`src/rtl/hazard_ctrl.sv`:
```
// -----------------------------------------------------------------------------
// hazard_ctrl
//   Pipeline hazard controller for an in-order F/D/X/M/W core. It tracks the
//   valid/rd/wen state of the X, M and W stages and the is_load flag of X.
//   From these it produces fetch/decode stall, decode flush and the X-stage
//   operand forwarding selects. It also keeps a saturating count of
//   decode-stall cycles.
//
//   Ports
//     clk_i, rst_i                 clock, asynchronous active-high reset
//     d_valid_i                    decode instruction valid
//     d_rs1_i / d_rs2_i            decode source register addresses
//     d_rs1_used_i / d_rs2_used_i  source is actually read
//     d_rd_i, d_wen_i, d_is_load_i decode destination, write enable, load flag
//     x_busy_i                     multi-cycle execute in progress
//     x_branch_taken_i             branch/jump resolved taken in X
//     stall_f_o, stall_d_o         hold fetch / decode (combinational)
//     flush_d_o                    kill decode instruction (combinational)
//     fwd1_sel_o, fwd2_sel_o       X operand source: 00 regfile, 01 M, 10 W
//     x_valid_o, m_valid_o, w_valid_o  stage valids
//     w_rd_o, w_wen_o              writeback address / enable
//     stall_cnt_o                  saturating decode-stall cycle count
// -----------------------------------------------------------------------------
module hazard_ctrl #(
   parameter int REG_ADDR_W = 5,
   parameter int FWD_EN     = 1,
   parameter int CNT_W      = 16
) (
   input  logic                  clk_i,
   input  logic                  rst_i,
   input  logic                  d_valid_i,
   input  logic [REG_ADDR_W-1:0] d_rs1_i,
   input  logic [REG_ADDR_W-1:0] d_rs2_i,
   input  logic                  d_rs1_used_i,
   input  logic                  d_rs2_used_i,
   input  logic [REG_ADDR_W-1:0] d_rd_i,
   input  logic                  d_wen_i,
   input  logic                  d_is_load_i,
   input  logic                  x_busy_i,
   input  logic                  x_branch_taken_i,
   output logic                  stall_f_o,
   output logic                  stall_d_o,
   output logic                  flush_d_o,
   output logic [1:0]            fwd1_sel_o,
   output logic [1:0]            fwd2_sel_o,
   output logic                  x_valid_o,
   output logic                  m_valid_o,
   output logic                  w_valid_o,
   output logic [REG_ADDR_W-1:0] w_rd_o,
   output logic                  w_wen_o,
   output logic [CNT_W-1:0]      stall_cnt_o
);

   // X stage (_p0), M stage (_p1), W stage (_p2). The load flag is only
   // consulted in X, where a load result is not yet available.
   logic                  vld_p0, vld_p1, vld_p2;
   logic [REG_ADDR_W-1:0] rd_p0, rd_p1, rd_p2;
   logic                  wen_p0, wen_p1, wen_p2;
   logic                  ld_p0;
   logic [1:0]            fwd1_p0, fwd2_p0;
   logic [CNT_W-1:0]      cnt;

   // Register x0 is hardwired zero, so a write to it never creates a dependency.
   function automatic logic match(input logic [REG_ADDR_W-1:0] s,
                                  input logic                  used,
                                  input logic                  vld,
                                  input logic                  wen,
                                  input logic [REG_ADDR_W-1:0] rd);
      return used & vld & wen & (rd == s) & (s != '0);
   endfunction

   function automatic logic [CNT_W-1:0] sat_inc(input logic [CNT_W-1:0] c);
      return (&c) ? c : c + {{(CNT_W-1){1'b0}}, 1'b1};
   endfunction

   // The producer now in X will be in M when the consumer reaches X, hence 01.
   // A producer now in M will be in W, hence 10. The newer stage wins.
   function automatic logic [1:0] fwd_pick(input logic hit_x, input logic hit_m);
      if (hit_x)      return 2'b01;
      else if (hit_m) return 2'b10;
      else            return 2'b00;
   endfunction

   logic rs1_x, rs2_x, rs1_m, rs2_m;
   logic load_use, raw, branch;

   always_comb begin
      rs1_x    = match(d_rs1_i, d_rs1_used_i, vld_p0, wen_p0, rd_p0);
      rs2_x    = match(d_rs2_i, d_rs2_used_i, vld_p0, wen_p0, rd_p0);
      rs1_m    = match(d_rs1_i, d_rs1_used_i, vld_p1, wen_p1, rd_p1);
      rs2_m    = match(d_rs2_i, d_rs2_used_i, vld_p1, wen_p1, rd_p1);
      load_use = d_valid_i & ld_p0 & (rs1_x | rs2_x);
      // Without forwarding, any in-flight producer in X or M must drain;
      // W is covered by regfile write-through.
      raw      = (FWD_EN != 0) ? load_use
                               : (d_valid_i & (rs1_x | rs2_x | rs1_m | rs2_m));
      branch   = x_branch_taken_i & vld_p0 & ~x_busy_i;
   end

   // Priority: busy > branch > hazard. Outputs are forced low during reset.
   always_comb begin
      stall_f_o = 1'b0;
      stall_d_o = 1'b0;
      flush_d_o = 1'b0;
      if (!rst_i) begin
         if (x_busy_i) begin
            stall_f_o = 1'b1;
            stall_d_o = 1'b1;
         end else if (branch) begin
            flush_d_o = 1'b1;
         end else if (raw) begin
            stall_f_o = 1'b1;
            stall_d_o = 1'b1;
         end
      end
   end

   always_ff @(posedge clk_i or posedge rst_i) begin
      if (rst_i) begin
         vld_p0  <= 1'b0;
         rd_p0   <= '0;
         wen_p0  <= 1'b0;
         ld_p0   <= 1'b0;
         fwd1_p0 <= 2'b00;
         fwd2_p0 <= 2'b00;
         vld_p1  <= 1'b0;
         rd_p1   <= '0;
         wen_p1  <= 1'b0;
         vld_p2  <= 1'b0;
         rd_p2   <= '0;
         wen_p2  <= 1'b0;
         cnt     <= '0;
      end else begin
         // ---- M -> W boundary: W always takes M ----
         vld_p2 <= vld_p1;
         rd_p2  <= rd_p1;
         wen_p2 <= wen_p1;

         if (x_busy_i) begin
            // ---- D -> X / X -> M boundary, busy: X holds, M takes a bubble ----
            vld_p1 <= 1'b0;
            wen_p1 <= 1'b0;
         end else begin
            // ---- X -> M boundary ----
            vld_p1 <= vld_p0;
            rd_p1  <= rd_p0;
            wen_p1 <= wen_p0;
            // ---- D -> X boundary ----
            if (branch || raw) begin
               vld_p0  <= 1'b0;
               wen_p0  <= 1'b0;
               ld_p0   <= 1'b0;
               fwd1_p0 <= 2'b00;
               fwd2_p0 <= 2'b00;
            end else begin
               vld_p0  <= d_valid_i;
               rd_p0   <= d_rd_i;
               wen_p0  <= d_wen_i;
               ld_p0   <= d_is_load_i;
               fwd1_p0 <= ((FWD_EN != 0) && d_valid_i) ? fwd_pick(rs1_x, rs1_m) : 2'b00;
               fwd2_p0 <= ((FWD_EN != 0) && d_valid_i) ? fwd_pick(rs2_x, rs2_m) : 2'b00;
            end
         end

         if (stall_d_o)
            cnt <= sat_inc(cnt);
      end
   end

   assign fwd1_sel_o  = fwd1_p0;
   assign fwd2_sel_o  = fwd2_p0;
   assign x_valid_o   = vld_p0;
   assign m_valid_o   = vld_p1;
   assign w_valid_o   = vld_p2;
   assign w_rd_o      = rd_p2;
   assign w_wen_o     = vld_p2 & wen_p2 & (rd_p2 != '0);
   assign stall_cnt_o = cnt;

endmodule

```
`config.mk`:
```
export PLATFORM = sky130hd
export DESIGN_NAME = hazard_ctrl
export DESIGN_NICKNAME = d
export VERILOG_FILES = /design/src/rtl/hazard_ctrl.sv
export SDC_FILE = /design/constraint.sdc
export NUM_CORES = 1
export LEC_CHECK = 0
export CORE_AREA = 5 5 72 74
export CTS_BUF_LIST = sky130_fd_sc_hd__clkbuf_2
export CTS_CLUSTER_DIAMETER = 40
export DETAILED_ROUTE_END_ITERATION = 10
export DIE_AREA = 0 0 77 79
export GPL_ROUTABILITY_DRIVEN = 0
export GPL_TIMING_DRIVEN = 0
export MAX_ROUTING_LAYER = met4
export PLACE_DENSITY = 0.75
export SYNTH_ARGS = -nofsm -noshare
export SYNTH_HDL_FRONTEND = slang
export SYNTH_SLANG_ARGS = --single-unit
```
`constraint.sdc`:
```
create_clock -name clk_i -period 2.79 [get_ports clk_i]
set_input_delay 0.279 -clock clk_i [delete_from_list [all_inputs] [get_ports clk_i]]
set_output_delay 0.279 -clock clk_i [all_outputs]
set_load 0.05 [all_outputs]
```
# Word level (Yosys, flattened, before mapping)
# Cells that the tools add are included.
# word_totals
wordCells,71
ff_bits,42
output_inout_bits,32
inputBits,24
# op_classes
n_eq_ne,4
bitwise_logic,26
addsub,1
reduce_logical,7
mux,20
# ops
op,count
$and 1x1->1,22
$eq 5x5->1,4
$add 16x1->16 const B,1
$mux 2,8
$reduce_and 16->1,1
$reduce_bool 5->1,3
$mux 1,12
$reduce_and 2->1,2
$not 1->1,3
$logic_or 1x1->1,1
$or 1x1->1,1

# Longest topological paths before layout
# logic_depth
word_depth,11
ltp_mapped,7

# Worst setup path after synthesis
# Ideal clock, no wire load.
# synth_timing
path_kind,register to output
startpoint,"register vld_p0, in the netlist x_valid_o"
endpoint,output stall_f_o
setup_slack_ns,0.190
n_path_buf,1
stages_incl_launch_ff,6
t_required_ns,2.511
arrival_time_ns,2.321
cell_sequence,dfrtp_1 -> nand4_1 -> or4_4 -> a21oi_4 -> o21a_1 -> buf_4
# synth_between
elab_chain_cells,10
word_cells_on_any_way,16
classes_between,mux: 4; bitwise: 12
# synth_rtl
element,line_no,source
from (decl),56,"logic vld_p0, vld_p1, vld_p2;"
from (signal assigned),156,vld_p0 <= d_valid_i;
$and 1x1->1 (4 in series),69,return used & vld & wen & (rd == s) & (s != '0);
$or 1x1->1,--,
$and 1x1->1,92,load_use = d_valid_i & ld_p0 & (rs1_x | rs2_x);
$mux 1,--,
$mux 1 * (3 in series),--,
to (decl),41,"output logic stall_f_o,"
# Every way passes the cells marked *; elsewhere a longest branch is shown, timed or not.

# Worst setup path after layout
# layout_timing
startpoint,register rd_p0[3]
endpoint,output stall_f_o
# layout_between
elab_chain_cells,9
word_cells_on_any_way,12
classes_between,eq/ne: 2; mux: 4; bitwise: 6
# layout_rtl
element,line_no,source
from (decl),57,"logic [REG_ADDR_W-1:0] rd_p0, rd_p1, rd_p2;"
from (signal assigned),157,rd_p0 <= d_rd_i;
$eq 5x5->1,69,
$and 1x1->1 (2 in series),69,
$or 1x1->1 *,--,
$and 1x1->1 *,92,
$mux 1 *,111,end else if (raw) begin
$mux 1 *,109,end else if (branch) begin
$mux 1 *,106,if (x_busy_i) begin
$mux 1 *,105,if (!rst_i) begin
# Marks and branches as above.

==> results.md <==
* Synth Warn # at 0
* Post-CTS Hold Buffers at 0
* Final wirelength at slightly below 5 mm
* Cell count after synthesis at 179
* DR iter-0 viols at 112
* CTS Buf Count at 5
* Yosys top cell area share at about half
* Syn_area_per_cell at 11.8 um2
* Min-delay worst type: in -> async
* Commonest non-fill, non-tap cell in the layout: clkdlybuf4s50_1
* Post-synthesis simple-gate area fraction at a little under a fifth
* Crit path DAT at 2.36 ns
* Fin nets at approximately 270
* WL/cell at 16.3 um
* R2R Path End: stall_cnt_o[1]
* Clock tree buffer depth at 2
* Share of cells above drive strength 1 at 16.0%
* Post-synth top flop: dfrtp_1
* Clk root buf: clkbuf_2
* Skew-Pair Late Insertion Delay at 0.41 ns
* Antenna Violating Nets Remaining at 0
* Critical path origin: rd_p0[3]
* Number of flops mapped to enable cells by yosys at 0
* R2R depth at 7
* Max_slew headroom at a little under half
* GRT Overall Usage at 16.9%
* Area contributors post-synth: dfrtp_1, xnor2_1, xor2_1
* Vias per cell at about 5.5
* XOR/XNOR share of the synthesized area at 14.1%
* CP required at between 2 and 3 ns
* CTS tree: yes
* Post-synthesis adder-cell area fraction at less than 1%
* Unique masters post-synth at a little over 40
* Period Utilization, post-route at ~94%
* Power share of the combinational group at between 30% and 40%
* Drt drc at 0
* GRT overflow at 0
* First-pass GRT wire length at 8.14 mm
* Outcome: complete, no violations
* Maxcap violations at 0
* Antenna cells at 0
* Die area at roughly 6000 um2
* First drt pass iteration count at 4
* I/O Buffers at 55
* Syn Std Cell Area at around 2100 um2
* VDD IR max at approximately 690 uV
* Largest net degree at the start of global routing at 44
* Final min period at around 2.6 ns
* Setup TNS at 0 ns
* Area occupied by multi-input gates at 1030 um2
* Sequential power share at 49.3%
* CP endpoint kind: primary output
* Sw frac at 38.7%
* Register area share after synthesis at 49.6%
* Die Span Y at approximately 79 um
* I/O Pins at between 50 and 60
* Syn Nets at roughly 200
* Hold Fails Final Rpt at 0
* Largest family of logic cells by synthesized area: simple AND/OR/NAND/NOR gates
* Least-Margin Pin Slew at between 0.7 and 0.8 ns
* Slew Limit Fails at 0
* Via count at around 1,600
* Initial antenna violation count at 0
* Clk sink count at 42
* R2r startpoint: stall_cnt_o[0]
* H-Tree Depth at 2
* F_max at ~380 MHz
* Psw at 0.620 mW
* FF+latch count, synth at between 40 and 50
* Filler cells at 385
* Core ar. at 4540 um2
* Synth area leader: dfrtp_1
* Worst setup SP type: register
* Storage cell area at around 1100 um2
* Reg clk slew, reported paths at approximately 0.22 ns
* Pleak at about 1.1 nW
* Worst R2R Setup Slack at about 0.41 ns
* Post-synthesis mux area share at approximately 7.1%
* Critical path class: reg -> out
* P_int at 0.982 mW
* Starting Density at a little under half
* DP HPWL at around 3.7 mm
* RSZ-0062 raised after global routing: false
* Synthesis-to-layout area growth at 31.3%
* Core Util, Final at between 60% and 70%
* FP Rows at 25
* Synth Area in Compound Gates at 8.81%
* Die X at 77 um
* Setup violators final at 0
* Vias in the first global route at 1,631
* Layout Skew at 0.0190 ns
* CP Max Fanout at 4
* Ys async rst share at 100%
* Most frequent cells in the layout: clkdlybuf4s50_1, dfrtp_1, xnor2_1
* Power per cell area at 576 nW/um2
* Clock power share at approximately 16%
registers in the layout (all words and copies together), names as in the netlist, 2 cells and up:
name and cells:
stall_cnt_o 16, rd_p1 5, fwd2_sel_o 2, rd_p0 5
fwd1_sel_o 2, w_rd_o 5
timing repair:
| item | 4_1_cts | 5_1_grt |
|---|---|---|
| endpoints found under the setup margin | 3 | 2 |
| buffers inserted | 1 | 0 |
| pin swaps | 1 | 0 |
| resized for setup | 8 | 4 |
area by class of cell:
cell class | instances | share of cell area (%)
sequential | 42 | 37.8
multi-input combinational | 130 | 37.0
clock buffer | 6 | 1.08
tap | 54 | 2.43
buffer | 4 | 0.990
clock inverter | 2 | 0.495
inverter | 3 | 0.495
timing repair buffer | 56 | 19.7
cell families (layout without fill, tap and decap cells):
group	Yosys count	after routing
AND/OR/NAND/NOR	63	63
multiplexers	12	12
buffers and inverters	7	71
AO/OA/AOI/OAI	20	20
flip-flops	42	42
XOR/XNOR	34	34
adder cells (fa/ha/maj)	1	1
critical path, stage by stage, from the launching register on:
cell,delay (ns)
dfrtp_1,0.48
xnor2_1,0.18
nand2_1,0.10
or4_4,0.54
a21oi_4,0.17
o21a_1,0.15
buf_4,0.10
buf_2,0.25
metal layers:
layer / track usage [%] / part of all wire [%] / up-vias
li1: - / - / 779
met5: - / 0 / -
met2: 26.0 / 48 / 40
met1: 22.5 / 45 / 822
met4: 5.15 / 1.4 / 0
met3: 3.97 / 5.3 / 7
cells in the mapped netlist, types with 3 or more instances:
master,n
a22o_1,3
a32o_1,4
dfrtp_1,42
inv_1,3
mux2_2,8
mux2_4,4
nand2_1,12
nand3_1,10
nand4_1,3
nor2_1,6
nor3_1,10
nor4_1,3
o211ai_1,4
or4_4,3
xnor2_1,18
xor2_1,16
how the worst max path moves through the flow:
stage,to,slack [ns],cells past startpoint
2_1_floorplan,stall_f_o,0.19,5
6_report,stall_f_o,0.15,7
4_1_cts,stall_f_o,0.004,7
3_3_place_gp,flush_d_o,-0.54,4
5_1_grt,stall_f_o,0.002,7
3_5_place_dp,stall_f_o,-0.47,6
power by group through the flow:
stage | combinational, mW | sequential (mW) | clock (mW)
2_1_floorplan | 0.193 | 0.952 | 0
3_3_place_gp | 0.546 | 0.796 | 0
3_5_place_dp | 0.555 | 0.800 | 0
4_1_cts | 0.557 | 0.788 | 0.275
5_1_grt | 0.586 | 0.805 | 0.299
6_report | 0.549 | 0.790 | 0.263
per-stage QoR:
stage | hold slack (ns) | total power, mW | worst slack [ns] | cell area, um2 | cells
floorplan | 0.347 | 1.15 | 0.190 | 2120 | 179
global placement | 0.368 | 1.34 | -0.544 | 2740 | 288
detailed placement | 0.364 | 1.35 | -0.469 | 2740 | 288
CTS | 0.260 | 1.62 | 0.00440 | 2790 | 297
global route | 0.263 | 1.69 | 0.00204 | 2780 | 297
finish | 0.266 | 1.60 | 0.154 | 2780 | 297
Note: power is estimated with default switching activity, not from simulation.
